File: config.mk
export PLATFORM = sky130hd
export DESIGN_NAME = dmem_arb
export DESIGN_NICKNAME = d
export VERILOG_FILES = /design/src/rtl/dmem_arb.sv
export SDC_FILE = /design/constraint.sdc
export NUM_CORES = 1
export LEC_CHECK = 0
export CAP_MARGIN = 20
export CORE_ASPECT_RATIO = 0.5
export CORE_MARGIN = 2
export CORE_UTILIZATION = 40
export DETAILED_ROUTE_END_ITERATION = 10
export PLACE_DENSITY = 0.87
export SYNTH_ARGS = -nofsm -noshare
export SYNTH_HDL_FRONTEND = slang
export SYNTH_SLANG_ARGS = --single-unit
export TNS_END_PERCENT = 100
File: constraint.sdc
create_clock -name clk -period 5.5 [get_ports clk]
set_clock_uncertainty 0.1 [all_clocks]
set_input_delay 1.375 -clock clk [delete_from_list [all_inputs] [get_ports clk]]
set_output_delay 1.375 -clock clk [all_outputs]
set_load 0.005 [all_outputs]
File: src/rtl/dmem_arb.sv
// dmem_arb: arbitrates a single data-memory port between loads and store-buffer
// retirement. Loads win by default, but a committed store gets priority once the
// buffer is full or after ST_STARVE_MAX consecutive loads have gone ahead of it.
// Loads that hit in the store buffer are answered by forwarding, without touching memory.

`ifndef RV32_ADDR_WIDTH
`define RV32_ADDR_WIDTH 32
`endif
`ifndef RV32_DATA_WIDTH
`define RV32_DATA_WIDTH 32
`endif

module dmem_arb #(
  parameter int ST_STARVE_MAX = 4
) (
  input  logic                        clk,
  input  logic                        rst,
  input  logic                        i_ld_req,
  input  logic [`RV32_ADDR_WIDTH-1:0] i_ld_addr,
  input  logic                        i_stbuf_addr_hit,
  input  logic [`RV32_DATA_WIDTH-1:0] i_stbuf_rd_data,
  input  logic                        i_stbuf_pend,
  input  logic                        i_stbuf_full,
  output logic                        o_dmem_occupy,
  input  logic                        i_ret_stbuf,
  input  logic [`RV32_ADDR_WIDTH-1:0] i_ret_stbuf_addr,
  input  logic [`RV32_DATA_WIDTH-1:0] i_ret_stbuf_data,
  output logic                        o_ld_ack,
  output logic                        o_ld_rvalid,
  output logic [`RV32_DATA_WIDTH-1:0] o_ld_rdata,
  output logic                        o_dmem_req,
  output logic                        o_dmem_we,
  output logic [`RV32_ADDR_WIDTH-1:0] o_dmem_addr,
  output logic [`RV32_DATA_WIDTH-1:0] o_dmem_wdata,
  input  logic                        i_dmem_gnt,
  input  logic                        i_dmem_rvalid,
  input  logic [`RV32_DATA_WIDTH-1:0] i_dmem_rdata
);

  // A zero limit still needs a one-bit counter so the compare stays legal.
  localparam int CNT_W = (ST_STARVE_MAX < 1) ? 1 : $clog2(ST_STARVE_MAX + 1);
  localparam logic [CNT_W-1:0] CNT_MAX = CNT_W'(ST_STARVE_MAX);

  localparam logic [1:0] IDLE    = 2'd0;
  localparam logic [1:0] LD_REQ  = 2'd1;
  localparam logic [1:0] LD_RESP = 2'd2;
  localparam logic [1:0] ST_REQ  = 2'd3;

  logic [1:0]       state;
  logic [1:0]       state_nxt;
  logic [CNT_W-1:0] starve_cnt;
  logic             st_prio;
  logic             ld_accept;
  logic             st_accept;

  // Stores take priority when the buffer is full or loads have starved them long enough.
  assign st_prio = i_stbuf_full | (i_stbuf_pend & (starve_cnt == CNT_MAX));

  // Occupy is asserted whenever the port is busy or a load is about to claim it, so the
  // store buffer only retires into a cycle that is guaranteed to be accepted.
  assign o_dmem_occupy = ~rst & ((state != IDLE) | (i_ld_req & ~st_prio));

  assign ld_accept = ~rst & (state == IDLE) & i_ld_req & ~st_prio;
  assign st_accept = (state == IDLE) & ~o_dmem_occupy & i_ret_stbuf;
  assign o_ld_ack  = ld_accept;

  assign o_dmem_req = (state == LD_REQ) | (state == ST_REQ);
  assign o_dmem_we  = (state == ST_REQ);

  // Next-state decode; memory handshakes are only honoured in the states that expect them.
  always_comb begin
    state_nxt = state;
    case (state)
      IDLE: begin
        if (ld_accept && !i_stbuf_addr_hit) begin
          state_nxt = LD_REQ;
        end else if (st_accept) begin
          state_nxt = ST_REQ;
        end
      end
      LD_REQ: begin
        if (i_dmem_gnt) state_nxt = LD_RESP;
      end
      LD_RESP: begin
        if (i_dmem_rvalid) state_nxt = IDLE;
      end
      ST_REQ: begin
        if (i_dmem_gnt) state_nxt = IDLE;
      end
      default: state_nxt = IDLE;
    endcase
  end

  // State register and the starvation counter that lets pending stores eventually win.
  always_ff @(posedge clk) begin
    if (rst) begin
      state      <= IDLE;
      starve_cnt <= '0;
    end else begin
      state <= state_nxt;
      if (st_accept || !i_stbuf_pend) begin
        starve_cnt <= '0;
      end else if (ld_accept && starve_cnt != CNT_MAX) begin
        starve_cnt <= starve_cnt + 1'b1;
      end
    end
  end

  // Load result: forwarded data or memory read data, presented as a one-cycle pulse.
  always_ff @(posedge clk) begin
    if (rst) begin
      o_ld_rvalid <= 1'b0;
      o_ld_rdata  <= '0;
    end else begin
      o_ld_rvalid <= 1'b0;
      if (ld_accept && i_stbuf_addr_hit) begin
        o_ld_rvalid <= 1'b1;
        o_ld_rdata  <= i_stbuf_rd_data;
      end else if (state == LD_RESP && i_dmem_rvalid) begin
        o_ld_rvalid <= 1'b1;
        o_ld_rdata  <= i_dmem_rdata;
      end
    end
  end

  // Request address/data are captured when a transaction starts and held until it ends.
  always_ff @(posedge clk) begin
    if (rst) begin
      o_dmem_addr  <= '0;
      o_dmem_wdata <= '0;
    end else if (ld_accept && !i_stbuf_addr_hit) begin
      o_dmem_addr <= i_ld_addr;
    end else if (st_accept) begin
      o_dmem_addr  <= i_ret_stbuf_addr;
      o_dmem_wdata <= i_ret_stbuf_data;
    end
  end

endmodule
**Word-level counts from Yosys, hierarchy flattened**

Cells that the tools add are included.

- Bits in latches: 0
- Bits of input ports: 169
- Memory bits (read-only): 0
- Output and inout port bits: 101
- Memories kept: 0
- Flip-flop bits (word level): 102
- Bits in writable memories: 0
- Word-level logic and storage cells: 57

- Add/sub/neg operators: 1
- Reductions and logical operators: 14
- Bitwise operators: 15
- Divide/modulo/power cells: 0
- Equality and inequality tests: 9
- $mul: 0
- Shifts and indexed selects: 0
- Order comparisons: 0
- Multiplexer cells: 12

Operator list:

| cell | count |
|---|---|
| 32-bit two-way mux | 4 |
| 2-bit two-way mux | 5 |
| 1-bit bitwise AND | 8 |
| 2-bit one-hot mux with 4 select lines | 1 |
| 2-bit nonzero test | 3 |
| 2-bit == test (second input constant) | 2 |
| 1-bit logical AND | 4 |
| 2-bit != test (second input constant) | 2 |
| 1-bit NOT | 4 |
| 4-bit AND reduction | 1 |
| 3-bit by 1-bit adder with 3-bit output (second input constant) | 1 |
| 3-bit == test (second input constant) | 1 |
| 3-bit by 2-bit != test with 1-bit output (second input constant) | 1 |
| 3-bit != test (second input constant) | 1 |
| 1-bit bitwise OR | 3 |
| 2-bit by 1-bit == test with 1-bit output (second input constant) | 1 |
| 1-bit zero test | 2 |
| 2-bit zero test | 1 |
| 1-bit two-way mux | 2 |
| 2-bit by 1-bit != test with 1-bit output (second input constant) | 1 |
| 2-bit AND reduction | 1 |
| 2-bit OR reduction | 1 |
| 1-bit logical OR | 1 |

**Logic depth before layout (Yosys ltp)**

- Depth after elaboration: 13
- Depth in mapped cells: 8
- Gate-level depth less buffers: 6

**Worst setup path before layout**

OpenSTA, ideal clock, no wires.

- Path kind: input to output
- From: input port i_stbuf_full
- To: output port o_ld_ack
- Path buffers: 0
- Arrival: 2,107 ps
- Stages: 2
- Setup slack: 1,918 ps
- Data required time: 4,025 ps
- Path through: or3b_1 -> nor3_1

- Cells in the longest elaborated chain, start to end: 3

RTL lines:

| what | line | text |
|---|---|---|
| start, declared | 23 | `input logic i_stbuf_full,` |
| 1-bit bitwise OR | 57 | `assign st_prio = i_stbuf_full \| (i_stbuf_pend & (starve_cnt == CNT_MAX));` |
| 1-bit NOT | 63 | `assign ld_accept = ~rst & (state == IDLE) & i_ld_req & ~st_prio;` |
| 1-bit bitwise AND | 63 |  |
| end, declared | 28 | `output logic o_ld_ack,` |

Every way passes these cells.

**Worst setup path in the final report**

- From: input port i_ld_req
- To: output port o_ld_ack

- Cells in the longest elaborated chain, start to end: 2

RTL lines:

| what | line | text |
|---|---|---|
| start, declared | 18 | `input logic i_ld_req,` |
| 1-bit bitwise AND (2 in series) | 63 |  |

Every way passes these cells.

==> flow_results.org <==
** Clock tree
- The number of setup buffers added after CTS is 0.
- Clock buffer depth :: 2
- Clock-pin slew was measured on the worst setup and hold paths at 70 ps.
- Resized cells post-CTS :: 0
- TritonCTS built the clock tree.
- For this design, the CTS-stage hold fixing added 0 buffers.
- Total number of clock tree sinks :: 102
- Worst-Skew Late Latency :: 330 ps
- The number of clock buffers added by TritonCTS is 9.
- In this run the number of H-tree levels came out at 3.
- In this run the clock root is driven by a clkbuf_16.

** Setup path
- Kind of end point of the critical path :: primary output
- In this run the critical register-to-register path is captured at o_dmem_addr[7].
- For the worst setup path, the data required time is 4030 ps.
- Setup slack on the worst reg-to-reg path comes out at 3060 ps.
- Crit path kind :: input pin to primary output
- Critical path fanouts, max :: 4
- In this run the critical register-to-register path is launched from starve_cnt[0].
- At the worst endpoint, the arrival time is 3210 ps.
- Cells on worst reg2reg path :: 7
- End of the critical path :: o_ld_ack
- Setup crit start :: i_ld_req
- STA classifies the critical path startpoint as an input pin.

** Final layout
- Of the cells placed in the final design, the portion with a size suffix greater than 1 is 7.47%.
- Multi-input gate area in the final layout :: 2000 sq um
- Final Net Count :: 929
- Summing all non-filler instances in the final layout gives an area of 7430 sq um.
- In the layout the commonest cells are clkdlybuf4s50_1 (268), a21oi_1 (103), dfxtp_1 (102).
- Leaving out fill and tap cells, the most frequent cell in the layout is clkdlybuf4s50_1.
- Register Area :: 2040 sq um
- The filler cells instantiated in the layout total 841.
- The repair_antennas step left the layout with diodes totalling 0.
- Area growth from synthesis to layout :: 69.2%

** Global routing
- Global routing consumed, over all layers together, 23.4% of the routing resources.
- The first global-routing pass estimated 22.6 mm of wire.
- For met1 alone, demand over resource in global routing was 25.4%.
- Pin count of the biggest net entering global routing :: 82
- Global routing used 44.5% of the available met2 tracks.
- Grt met3 use :: 5.52%
- The via count of the first global-routing pass was 4,688.
- Antenna violations before repair :: 0
- Total congestion overflow after global routing :: 0
- Most crowded layer after global routing :: met2

** Logic synthesis
- In the synthesized netlist, the number of instances is 516.
- After synthesis the cells add up to 4390 sq um.
- Post-synthesis sequential element count :: 102
- Largest cells by area after synthesis :: dfxtp_1 (47%), a21oi_1 (12%), a221oi_2 (9.6%)
- Count of unique library cells instantiated by Yosys :: 36
- Post-synthesis cell type with the largest combined area :: dfxtp_1
- After synthesis, the largest area contributor takes up 46.5% of total cell area.
- Post-synthesis area per instance :: 8.51 sq um
- Sequential fraction of the synthesis area :: 46.5%
- Synthesis produced a netlist with a net count of 687.
- Synth warnings :: 0

** Status
- The run finished with clean final reports.

** Floorplan
- The region available for standard cell placement spans 10,400 sq um.
- Top-level I/O count :: 270
- Chip height :: 78.1 um
- Die area :: 11,900 sq um
- The floorplan step set the die width to 152 um.
- Once the floorplan was initialized, standard cells occupied 42.0% of the core.
- In this run the core area contains 26 standard-cell rows.

** Detailed routing
- Wirelength, routed :: 14.6 mm
- For this run, design rule violations remaining after detail routing come to 0.
- The detail route stage leaves a number of antenna-violating nets equal to 0.
- Number of search-and-repair iterations in the first detailed-routing pass :: 5
- Dividing the detail-routed via count by the number of cells gives 5.19.
- After detailed routing, the average wire length per cell comes to 16.2 um.
- Overall via count from detail_route :: 4,684
- After the first detailed-routing iteration, the DRC count stood at 266.

** Timing
- After layout, the worst path uses 85.2% of the clock period.
- Slew Limit Headroom :: 32.2%
- Clock period minus final worst setup slack :: 4680 ps
- At the pin with the least slew margin, the transition time is 1020 ps.
- The max-slew violation total from the final report came to 0.
- Final Setup Violations :: 0
- The count of final hold-check violations came to 0.
- On the final layout, the worst hold slack is 352 ps.
- Unrepaired setup endpoints after global routing :: false
- Fmax achieved :: 213 MHz
- Total negative slack for setup checks :: 0 ps

** Power
- Dividing total power by cell area gives a power density of 257 nW/um^2.
- Fraction of power consumed by combinational cells :: 23.3%
- The internal portion of the total power is 1.42 mW.
- Summed over all cells, the static leakage comes to 2.66 nW.
- Summed over all nets, the switching power comes to 0.486 mW.
- Worst supply voltage drop on vdd :: 139 uV
- Sequential cells burn 43.2% of the power.
- Part of the power in the clock network :: 33.5%
- Of the total power, the share spent switching nets is 25.5%.

** Place
- After detailed placement, the total cell area comes to 7100 sq um.
- Gpl congestion :: 0.835
- Number of input and output port buffers inserted :: 269
- Once detailed placement completed, the half-perimeter wirelength came to 10.7 mm.

** Min path
- The startpoint identified for the worst hold timing path is o_dmem_wdata[9].
- The tightest min-delay check is of the flop to flop type.

** Flow run
- Max-capacitance violation count :: 0
## power groups by stage
stage | Sequential, mW | Combinational, mW | Clock [mW]
finish | 0.824 | 0.445 | 0.640
detailed placement | 0.841 | 0.442 | 0
floorplan | 0.841 | 0.171 | 0
global route | 0.831 | 0.479 | 0.678
CTS | 0.825 | 0.444 | 0.655
global placement | 0.838 | 0.433 | 0
## critical path: stages
cell and delay, ps:
clkdlybuf4s50_1 490, or3b_1 430, nor3_1 340, clkdlybuf4s50_1 580
## final cells by class
type                       count  area share (%)
multi-input combinational    332            26.9
tap                          140            2.36
timing repair buffer         278            37.4
inverter                      35            1.77
clock buffer                  11            3.27
sequential                   102            27.5
clock inverter                 5           0.792
## flip-flops by register name, summed over array words and instances, names as in the netlist
name          count
o_ld_rdata       32
state             2
o_dmem_addr      32
starve_cnt        3
o_dmem_wdata     32
o_ld_rvalid       1
## metrics by stage
| step | total power, mW | setup WS [ps] | utilization (%) | cells |
|---|---|---|---|---|
| global placement | 1.27 | 887 | 68.0 | 886 |
| detailed placement | 1.28 | 861 | 68.0 | 886 |
| CTS | 1.92 | 847 | 70.9 | 902 |
| floorplan | 1.01 | 1920 | - | 516 |
| global route | 1.99 | 704 | 71.1 | 903 |
| finish | 1.91 | 815 | 71.1 | 903 |
## routing by layer
layer / wire, um / part of all wire (%) / up-vias
met5: 0 / 0 / -
met4: 501 / 3.4 / 0
met3: 735 / 5.0 / 41
met2: 7500 / 51 / 147
met1: 5900 / 40 / 2206
li1: - / - / 2290
## Yosys cell counts
library cell,number
a21o_1,1
a21oi_1,103
a21oi_2,1
a221oi_1,4
a221oi_2,28
a22oi_1,32
and2_1,1
and3_1,2
and3b_1,1
and4b_1,1
buf_1,3
buf_2,11
buf_4,3
buf_6,3
clkbuf_1,27
dfxtp_1,102
ha_1,2
inv_1,35
mux2i_1,1
nand2_1,100
nand2b_1,1
nand3_1,36
nand3b_1,1
nor2_1,3
nor2b_1,1
nor3_1,2
nor3b_1,1
nor4_4,1
nor4b_1,1
o21ai_0,1
o22ai_1,1
or2_1,1
or3_1,1
or3b_1,2
or3b_2,1
xnor2_1,1
## worst min-delay path by stage
stage	cells past startpoint	end
after floorplan	2	starve_cnt[1]
after global placement	2	o_dmem_wdata[0]
after detailed placement	2	o_dmem_wdata[0]
after CTS	2	o_dmem_wdata[0]
after global routing	2	o_dmem_wdata[20]
final	2	o_dmem_wdata[9]
## logic make-up after synthesis
family,count (synthesis),share of synthesized area [%]
multiplexers,1,0.228
AO/OA/AOI/OAI,171,28.2
buffers and inverters,82,8.09
adder cells (fa/ha/maj),2,0.570
flip-flops,102,46.5
XOR/XNOR,1,0.200
AND/OR/NAND/NOR,157,16.2
No activity file was read; power rests on OpenSTA's default activity.
